$ cat src/rtl/npc_pkg.sv
// Shared execute-stage definitions: ALU selects plus divider op bits, states and trip counts.
package npc_pkg;

  typedef enum logic [3:0] {
    AluAdd,
    AluSub,
    AluSll,
    AluSlt,
    AluSltu,
    AluXor,
    AluSrl,
    AluSra,
    AluOr,
    AluAnd
  } alu_sel_e;

  // Divider op field is {is_word, is_rem, is_signed}
  localparam int unsigned DivOpWord   = 2;
  localparam int unsigned DivOpRem    = 1;
  localparam int unsigned DivOpSigned = 0;

  localparam int unsigned DivIterDword = 64;
  localparam int unsigned DivIterWord  = 32;
  localparam int unsigned DivCntW      = 7;

  typedef enum logic [1:0] {
    DivIdle = 2'd0,
    DivCalc = 2'd1,
    DivDone = 2'd2
  } div_state_e;

endpackage

$ cat src/rtl/div_unit.sv
// Iterative radix-2 restoring divider for the RV64M div/rem family, one quotient bit per cycle.
module div_unit
  import npc_pkg::*;
#(
  parameter int unsigned N = 64
) (
  input  logic         clk,
  input  logic         rst_n,
  input  logic         in_valid,
  output logic         in_ready,
  input  logic [N-1:0] A,
  input  logic [N-1:0] B,
  input  logic [2:0]   op,
  output logic         out_valid,
  input  logic         out_ready,
  output logic [N-1:0] res,
  input  logic         flush
);

  function automatic logic [N-1:0] neg_if(input logic [N-1:0] x, input logic c);
    return c ? -x : x;
  endfunction

  function automatic logic [N-1:0] sext32(input logic [N-1:0] x);
    return {{(N-32){x[31]}}, x[31:0]};
  endfunction

  div_state_e         state_q, state_d;
  logic [DivCntW-1:0] cnt_q;
  logic [N-1:0]       rem_q, quo_q, dvs_q, res_q;
  logic               q_neg_q, r_neg_q, is_rem_q, is_word_q;

  logic         is_word, is_rem, is_signed;
  logic [N-1:0] a_ext, b_ext, a_mag, b_mag, dz_res;
  logic         sa, sb, b_zero;

  logic [N:0]   shifted;
  logic         ge;
  logic [N-1:0] rem_nx, quo_nx, q_fix, r_fix, sel_fix, fin_res;

  assign is_word   = op[DivOpWord];
  assign is_rem    = op[DivOpRem];
  assign is_signed = op[DivOpSigned];

  // Request decode: extend word operands, take magnitudes, detect zero divisor.
  always_comb begin
    a_ext = A;
    b_ext = B;
    if (is_word) begin
      a_ext = is_signed ? sext32(A) : {{(N-32){1'b0}}, A[31:0]};
      b_ext = is_signed ? sext32(B) : {{(N-32){1'b0}}, B[31:0]};
    end
    sa     = is_signed & a_ext[N-1];
    sb     = is_signed & b_ext[N-1];
    a_mag  = neg_if(a_ext, sa);
    b_mag  = neg_if(b_ext, sb);
    b_zero = (b_ext == '0);
    dz_res = is_rem ? (is_word ? sext32(a_ext) : a_ext) : '1;
  end

  // One restoring step plus the sign/select fixup applied on the final step.
  always_comb begin
    shifted = {rem_q, quo_q[N-1]};
    ge      = (shifted >= {1'b0, dvs_q});
    rem_nx  = ge ? (shifted[N-1:0] - dvs_q) : shifted[N-1:0];
    quo_nx  = {quo_q[N-2:0], ge};
    q_fix   = neg_if(quo_nx, q_neg_q);
    r_fix   = neg_if(rem_nx, r_neg_q);
    sel_fix = is_rem_q ? r_fix : q_fix;
    fin_res = is_word_q ? sext32(sel_fix) : sel_fix;
  end

  always_comb begin
    state_d = state_q;
    unique case (state_q)
      DivIdle: if (in_valid) state_d = b_zero ? DivDone : DivCalc;
      DivCalc: if (cnt_q == DivCntW'(1)) state_d = DivDone;
      DivDone: if (out_ready) state_d = DivIdle;
      default: state_d = DivIdle;
    endcase
    if (flush) state_d = DivIdle;
  end

  always_ff @(posedge clk) begin
    if (!rst_n) state_q <= DivIdle;
    else        state_q <= state_d;
  end

  always_ff @(posedge clk) begin
    if (!rst_n) begin
      cnt_q     <= '0;
      rem_q     <= '0;
      quo_q     <= '0;
      dvs_q     <= '0;
      res_q     <= '0;
      q_neg_q   <= 1'b0;
      r_neg_q   <= 1'b0;
      is_rem_q  <= 1'b0;
      is_word_q <= 1'b0;
    end else if (!flush) begin
      unique case (state_q)
        DivIdle: begin
          if (in_valid) begin
            is_rem_q  <= is_rem;
            is_word_q <= is_word;
            q_neg_q   <= sa ^ sb;
            r_neg_q   <= sa;
            rem_q     <= '0;
            dvs_q     <= b_mag;
            // Word dividends sit in the top half so 32 shifts consume exactly their bits
            quo_q     <= is_word ? {a_mag[31:0], {(N-32){1'b0}}} : a_mag;
            cnt_q     <= is_word ? DivCntW'(DivIterWord) : DivCntW'(DivIterDword);
            if (b_zero) res_q <= dz_res;
          end
        end
        DivCalc: begin
          rem_q <= rem_nx;
          quo_q <= quo_nx;
          cnt_q <= cnt_q - DivCntW'(1);
          if (cnt_q == DivCntW'(1)) res_q <= fin_res;
        end
        default: ;
      endcase
    end
  end

  assign in_ready  = (state_q == DivIdle);
  assign out_valid = (state_q == DivDone);
  assign res       = res_q;

endmodule
$ cat config.mk
export PLATFORM = sky130hd
export DESIGN_NAME = div_unit
export DESIGN_NICKNAME = d
export VERILOG_FILES = /design/src/rtl/npc_pkg.sv /design/src/rtl/div_unit.sv
export SDC_FILE = /design/constraint.sdc
export NUM_CORES = 1
export LEC_CHECK = 0
export ABC_AREA = 1
export BUFFER_PORTS_ARGS = -buffer_cell sky130_fd_sc_hd__buf_2
export CAP_MARGIN = 5
export CELL_PAD_IN_SITES_DETAIL_PLACEMENT = 1
export CELL_PAD_IN_SITES_GLOBAL_PLACEMENT = 1
export CORE_ASPECT_RATIO = 1.75
export CORE_MARGIN = 2
export CORE_UTILIZATION = 46
export CTS_CLUSTER_SIZE = 16
export DETAILED_ROUTE_END_ITERATION = 16
export HOLD_SLACK_MARGIN = 0.12
export PLACE_DENSITY_LB_ADDON = 0.1
export SETUP_SLACK_MARGIN = 0.15
export SYNTH_ARGS = -nofsm -noshare
export SYNTH_HDL_FRONTEND = slang
export SYNTH_SLANG_ARGS = --single-unit
$ cat constraint.sdc
create_clock -name clk -period 8.9 [get_ports clk]
set_input_delay 1.78 -clock clk [delete_from_list [all_inputs] [get_ports clk]]
set_output_delay 1.78 -clock clk [all_outputs]
set_load 0.05 [all_outputs]
* Word-level counts from Yosys, hierarchy flattened *
Cells that the tools add are included.

storage, ports and cells
  register bits after elaboration = 269
  bits of input ports = 136
  output and inout bits = 66
  word-level logic and storage cells = 67

operators by class
  add/sub/neg operators = 6
  magnitude comparators = 1
  eq/ne operators = 7
  multiplexer cells = 30
  bitwise logic cells = 5
  reductions and logical operators = 8

operators by type and width
  cell                                                                      number
  64-bit two-way mux                                                        19
  64-bit case mux with 2 select lines                                       3
  64-bit negation                                                           4
  65-bit by 64-bit >= comparator with 1-bit output                          1
  64-bit logical NOT                                                        1
  64-bit subtractor                                                         1
  7-bit two-way mux                                                         2
  7-bit case mux with 2 select lines                                        1
  3-bit AND reduction                                                       3
  2-bit two-way mux                                                         4
  7-bit by 1-bit == test with 1-bit output (second input constant)          1
  7-bit by 1-bit subtractor with 7-bit output (second input constant)       1
  2-bit case mux with 3 select lines                                        1
  5-bit AND reduction                                                       1
  2-bit by 1-bit inequality test with 1-bit output (second input constant)  2
  2-bit inequality test (second input constant)                             2
  1-bit AND                                                                 2
  2-bit by 1-bit == test with 1-bit output (second input constant)          1
  2-bit == test (second input constant)                                     1
  2-bit logical NOT                                                         1
  1-bit inverter                                                            2
  2-bit nonzero test                                                        1
  2-bit OR reduction                                                        1
  1-bit XOR                                                                 1

* Logic depth before layout (Yosys ltp) *
  depth in word-level cells = 8
  depth in mapped cells = 40

* Worst setup path after synthesis *
Ideal clock, no wire load.

  path type = register -> register
  start point = register dvs_q[40]
  end point = register res_q[58] (netlist: res[58])
  setup time = 68 ps
  arrival = 4,413 ps
  data required time = 8,832 ps
  slack = 4,419 ps
  stages on the path, launching flop included = 36
  buffers on the path = 2
  cell sequence = dfxtp_1 inv_1 ha_1 nand2_1 inv_2 a21oi_2 nand2_1 a21oi_2 nor2_1 nor2_4 nand2_8 buf_12 inv_4 buf_2 ha_1 inv_1 nor3_1 nand3_1 nor2_1 nand3_1 nor2_1 nand4_1 inv_1 a21oi_1 inv_1 o21ai_0 a21oi_1 o21ai_0 o21bai_1 a21oi_1 o21ai_0 nand2_1 nand2_1 nand2_1 nand2_1 a21oi_2

between the ends
  word-level cells in the longest chain between the ends = 8
  elaborated cells between the ends (all ways) = 11

ends and longest elaborated chain
  what                                                                                          RTL line                        text
  from (decl)                                                                                   div_unit.sv:30                  logic [N-1:0] rem_q, quo_q, dvs_q, res_q;
  from (signal assigned)                                                                        div_unit.sv:109                 dvs_q <= b_mag;
  64-bit subtractor / 65-bit by 64-bit >= comparator with 1-bit output (equally long branches)  div_unit.sv:65, div_unit.sv:64
  64-bit two-way mux                                                                            div_unit.sv:65                  rem_nx = ge ? (shifted[N-1:0] - dvs_q) : shifted[N-1:0];
  64-bit negation                                                                               div_unit.sv:21                  return c ? -x : x;
  64-bit two-way mux                                                                            div_unit.sv:21
  64-bit two-way mux *                                                                          div_unit.sv:69                  sel_fix = is_rem_q ? r_fix : q_fix;
  64-bit two-way mux *                                                                          div_unit.sv:70                  fin_res = is_word_q ? sext32(sel_fix) : sel_fix;
  64-bit two-way mux *                                                                          div_unit.sv:120                 if (cnt_q == DivCntW'(1)) res_q <= fin_res;
  64-bit case mux with 2 select lines *                                                         div_unit.sv:101                 unique case (state_q)
  to (signal assigned)                                                                          div_unit.sv:113                 if (b_zero) res_q <= dz_res;
  to (signal assigned)                                                                          div_unit.sv:120
  to (decl)                                                                                     div_unit.sv:30

Every way passes the cells marked *; elsewhere a longest branch is shown, timed or not. The select of a mux whose other input is x is not followed.
A chain may end at the register's enable or synchronous reset.

* Final worst setup path *
  start point = register dvs_q[50]
  end point = register res_q[58] (netlist: res[58])

Same word-level chain as after synthesis.

==> results.yml <==
die:
  die_y_um: 319
  die_area_um2: 58800
  die_w_um: 184
  io_pins: 202
  core-area_um2: 56300
  start_util: 0.465
  row_count: 115
route:
  wl_um: 132000
  routedWlPerCell_um: 23.8
  vias: 32600
  final_antenna_net_count: 0
  vias_per_cell: 5.86
  first_iter_violations: 2216
  drc: 0
  detail_route.first_pass.iterations: 5
power:
  p_per_area_nw_per_um2: 137
  vdd_drop_max_mv: 0.144
  p_leak_nw: 14.7
setup_path:
  critPathTopFamily: "simple AND/OR/NAND/NOR gates"
  slowest_stage: "nor2_4"
  reg2reg_to: "res[58]$_SDFFE_PN0P_"
  path_common_cell: "nand2_1"
  cp_data_arrival_time_ps: 7770
  worst_r2r_path_depth: 35
  rrSetupSlack_ps: 1690
  critPathKind: "flop to flop"
  cp.required_ps: 9460
  start_kind: "flop"
  path_buf_inv: 6
  worstSetupEndpointType: "flop"
  crit_fanout: 81
  cpPeakStageDelay_ps: 720
  r2r_start: "dvs_q[50]$_SDFFE_PN0P_"
placement:
  place_hpwl_um: 105000
  port_buffers: 201
  gp_congestion: 1.07
synthesis:
  yosysUniqueCellTypes: 61
  yosysSeqAreaShare: 0.206
  synthMuxAreaShare: 0
  synth_fa_ha_area_frac: 0.0343
  synthArstFlopShare: 0
  yosysTopAreaCellShare: 0.215
  synth_fp_nets: 4915
  synth_xor_area_frac: 0.0469
  synthCells: 4708
  yosysMostFrequentCell: "nand2_1"
  synth_edf_count: 0
  synth_area_leaders: "nand2_1 (21%), dfxtp_1 (21%), inv_1 (9.0%)"
  synth_top_family_by_area: "simple AND/OR/NAND/NOR gates"
  synthTopCellsByCount: "nand2_1 (1496), inv_1 (625), nor2_1 (454), a21oi_1 (424), o21ai_0 (274)"
  yosys_warnings: 0
  synth_compound_area_frac: 0.192
  synthFlopType: "dfxtp_1"
  yosys.area_share.simple: 0.395
  syn_area_per_cell_um2: 5.55
  netlist_area_um2: 26100
  synth_top_cell_by_area: "nand2_1"
  synth-seq-cells: 269
run:
  cap_viol_max_count: 0
outcome:
  status: "completed"
layout:
  multiInputGateArea_um2: 17500
  layout-drive-gt1-share: 0.0874
  syn_to_final_growth_pct: 9.39
  ff_latch_area_um2: 5390
  final_nets: 4989
  nFillCells: 8322
  post-route-util: 0.508
global_route:
  track_usage: 0.449
  grt_first_pass_wirelength_um: 199000
  grt_pass1_vias: 33800
  antenna_found_initial: 7
  grt_max_degree: 86
  grt_overflow: 0
clock_tree:
  cts_sinks: 269
  post_cts_buffers: 0
  htreeDepth: 1
  clkTransAtPathRegs_ps: 70
  cts_buffer_depth: 3
  hold_buffers: 0
  cts_tree: "done"
  clkLatencyLatePin_ps: 630
  cts_buffers: 30
  ctsResizeCount: 0
  clockRootBuffer: "clkbuf_16"
min_path:
  holdPathEnd: "res[57]$_SDFFE_PN0P_"
  hold_class: "flop to flop"
  holdPathStages: 2
  min_from: "res[57]$_SDFFE_PN0P_"
sta:
  period_share: 0.810
  rsz0062_at_grt: "false"
  layout_min_cycle_time_ps: 7210
  fin_skew_ps: 22.0
  finalHoldViolations: 0
  setup_violations: 0
  tightest_slew_ps: 1360
  drv_slew: 0
  finalSetupTns_ps: 0
  timing.fmax_mhz: 139
  relSlewSlack: 0.0842
-- worst min-delay path: stages, from the launching register on --
cell and delay (ps):
dfxtp_1 310, nand2_1 60, a21oi_1 60
-- metal layers --
layer,track usage,wire [µm]
met3,0.0759,7250
met5,0,41
met1,0.435,44600
met2,0.760,62300
met4,0.500,18000
-- how the worst max path moves through the flow --
stage,slack (ps),startpoint,end,cells after the start
after floorplan,4420,dvs_q[40]$_SDFFE_PN0P_,res[58]$_SDFFE_PN0P_,35
after global placement,2030,dvs_q[50]$_SDFFE_PN0P_,res[58]$_SDFFE_PN0P_,33
after detailed placement,1900,dvs_q[8]$_SDFFE_PN0P_,res[58]$_SDFFE_PN0P_,35
after CTS,1810,dvs_q[50]$_SDFFE_PN0P_,res[58]$_SDFFE_PN0P_,35
after global routing,1190,dvs_q[50]$_SDFFE_PN0P_,res[58]$_SDFFE_PN0P_,35
final,1690,dvs_q[50]$_SDFFE_PN0P_,res[58]$_SDFFE_PN0P_,35
-- final cells by class --
class,count,area share
Sequential cell,269,0.188
Timing Repair Buffer,232,0.0433
Clock buffer,42,0.0310
Tap cell,760,0.0333
Inverter,663,0.0874
Clock inverter,12,0.00429
Multi-Input combinational cell,3586,0.612
Antenna cell,3,0.000263
-- logic make-up (layout without fill, tap and decap cells) --
kind of cell / count (synthesis) / after routing
and+or+nand+nor: 2482 / 2482
xor gates and xnor gates: 140 / 140
DFF: 269 / 269
buffers and inverters: 853 / 949
other: 0 / 3
adders and majority gates: 71 / 71
AOI/OAI and AO/OA: 893 / 893
-- report_power, final --
group	total, mW	internal (mW)	switching [mW]
sequential	1.32	1.26	0.0560
combinational	1.27	0.325	0.941
clock	1.35	0.749	0.598
total	3.93	2.34	1.60
-- per-stage QoR --
stage | std cells | area [µm²] | hold WS, ps | total power, mW | setup slack, ps
floorplan | 4708 | 26100 | 440 | 2.10 | 4420
global placement | 5510 | 27600 | 450 | 2.53 | 2030
detailed placement | 5510 | 27600 | 459 | 2.55 | 1900
CTS | 5564 | 28600 | 473 | 3.88 | 1810
global route | 5564 | 28600 | 488 | 4.07 | 1190
finish | 5567 | 28600 | 469 | 3.93 | 1690
-- state kept, by name (all words and copies together) (netlist names) --
| signal | cells |
|---|---|
| r_neg_q | 1 |
| is_rem_q | 1 |
| is_word_q | 1 |
| rem_q | 64 |
| dvs_q | 64 |
| cnt_q | 7 |
| res | 64 |
| q_neg_q | 1 |
| quo_q | 64 |
| state_q | 2 |
-- placed cells by master, fill, tap and decap left out, types with 26 or more instances in the layout --
cell	Yosys	layout
nor2_1	454	448
a221oi_1	29	29
inv_2	34	32
dfxtp_1	269	267
o211ai_1	36	36
nand2_2	26	26
xnor2_1	51	51
nand3b_1	26	26
nand3_1	259	259
nor3_1	84	82
clkbuf_16	0	31
inv_1	625	625
buf_4	1	31
o21ai_0	274	273
nand4_1	60	60
a21oi_1	424	424
xor2_1	89	88
nand2_1	1496	1496
ha_1	70	70
nor4_1	29	29
buf_2	15	201
Note: power is estimated with default switching activity, not from simulation.
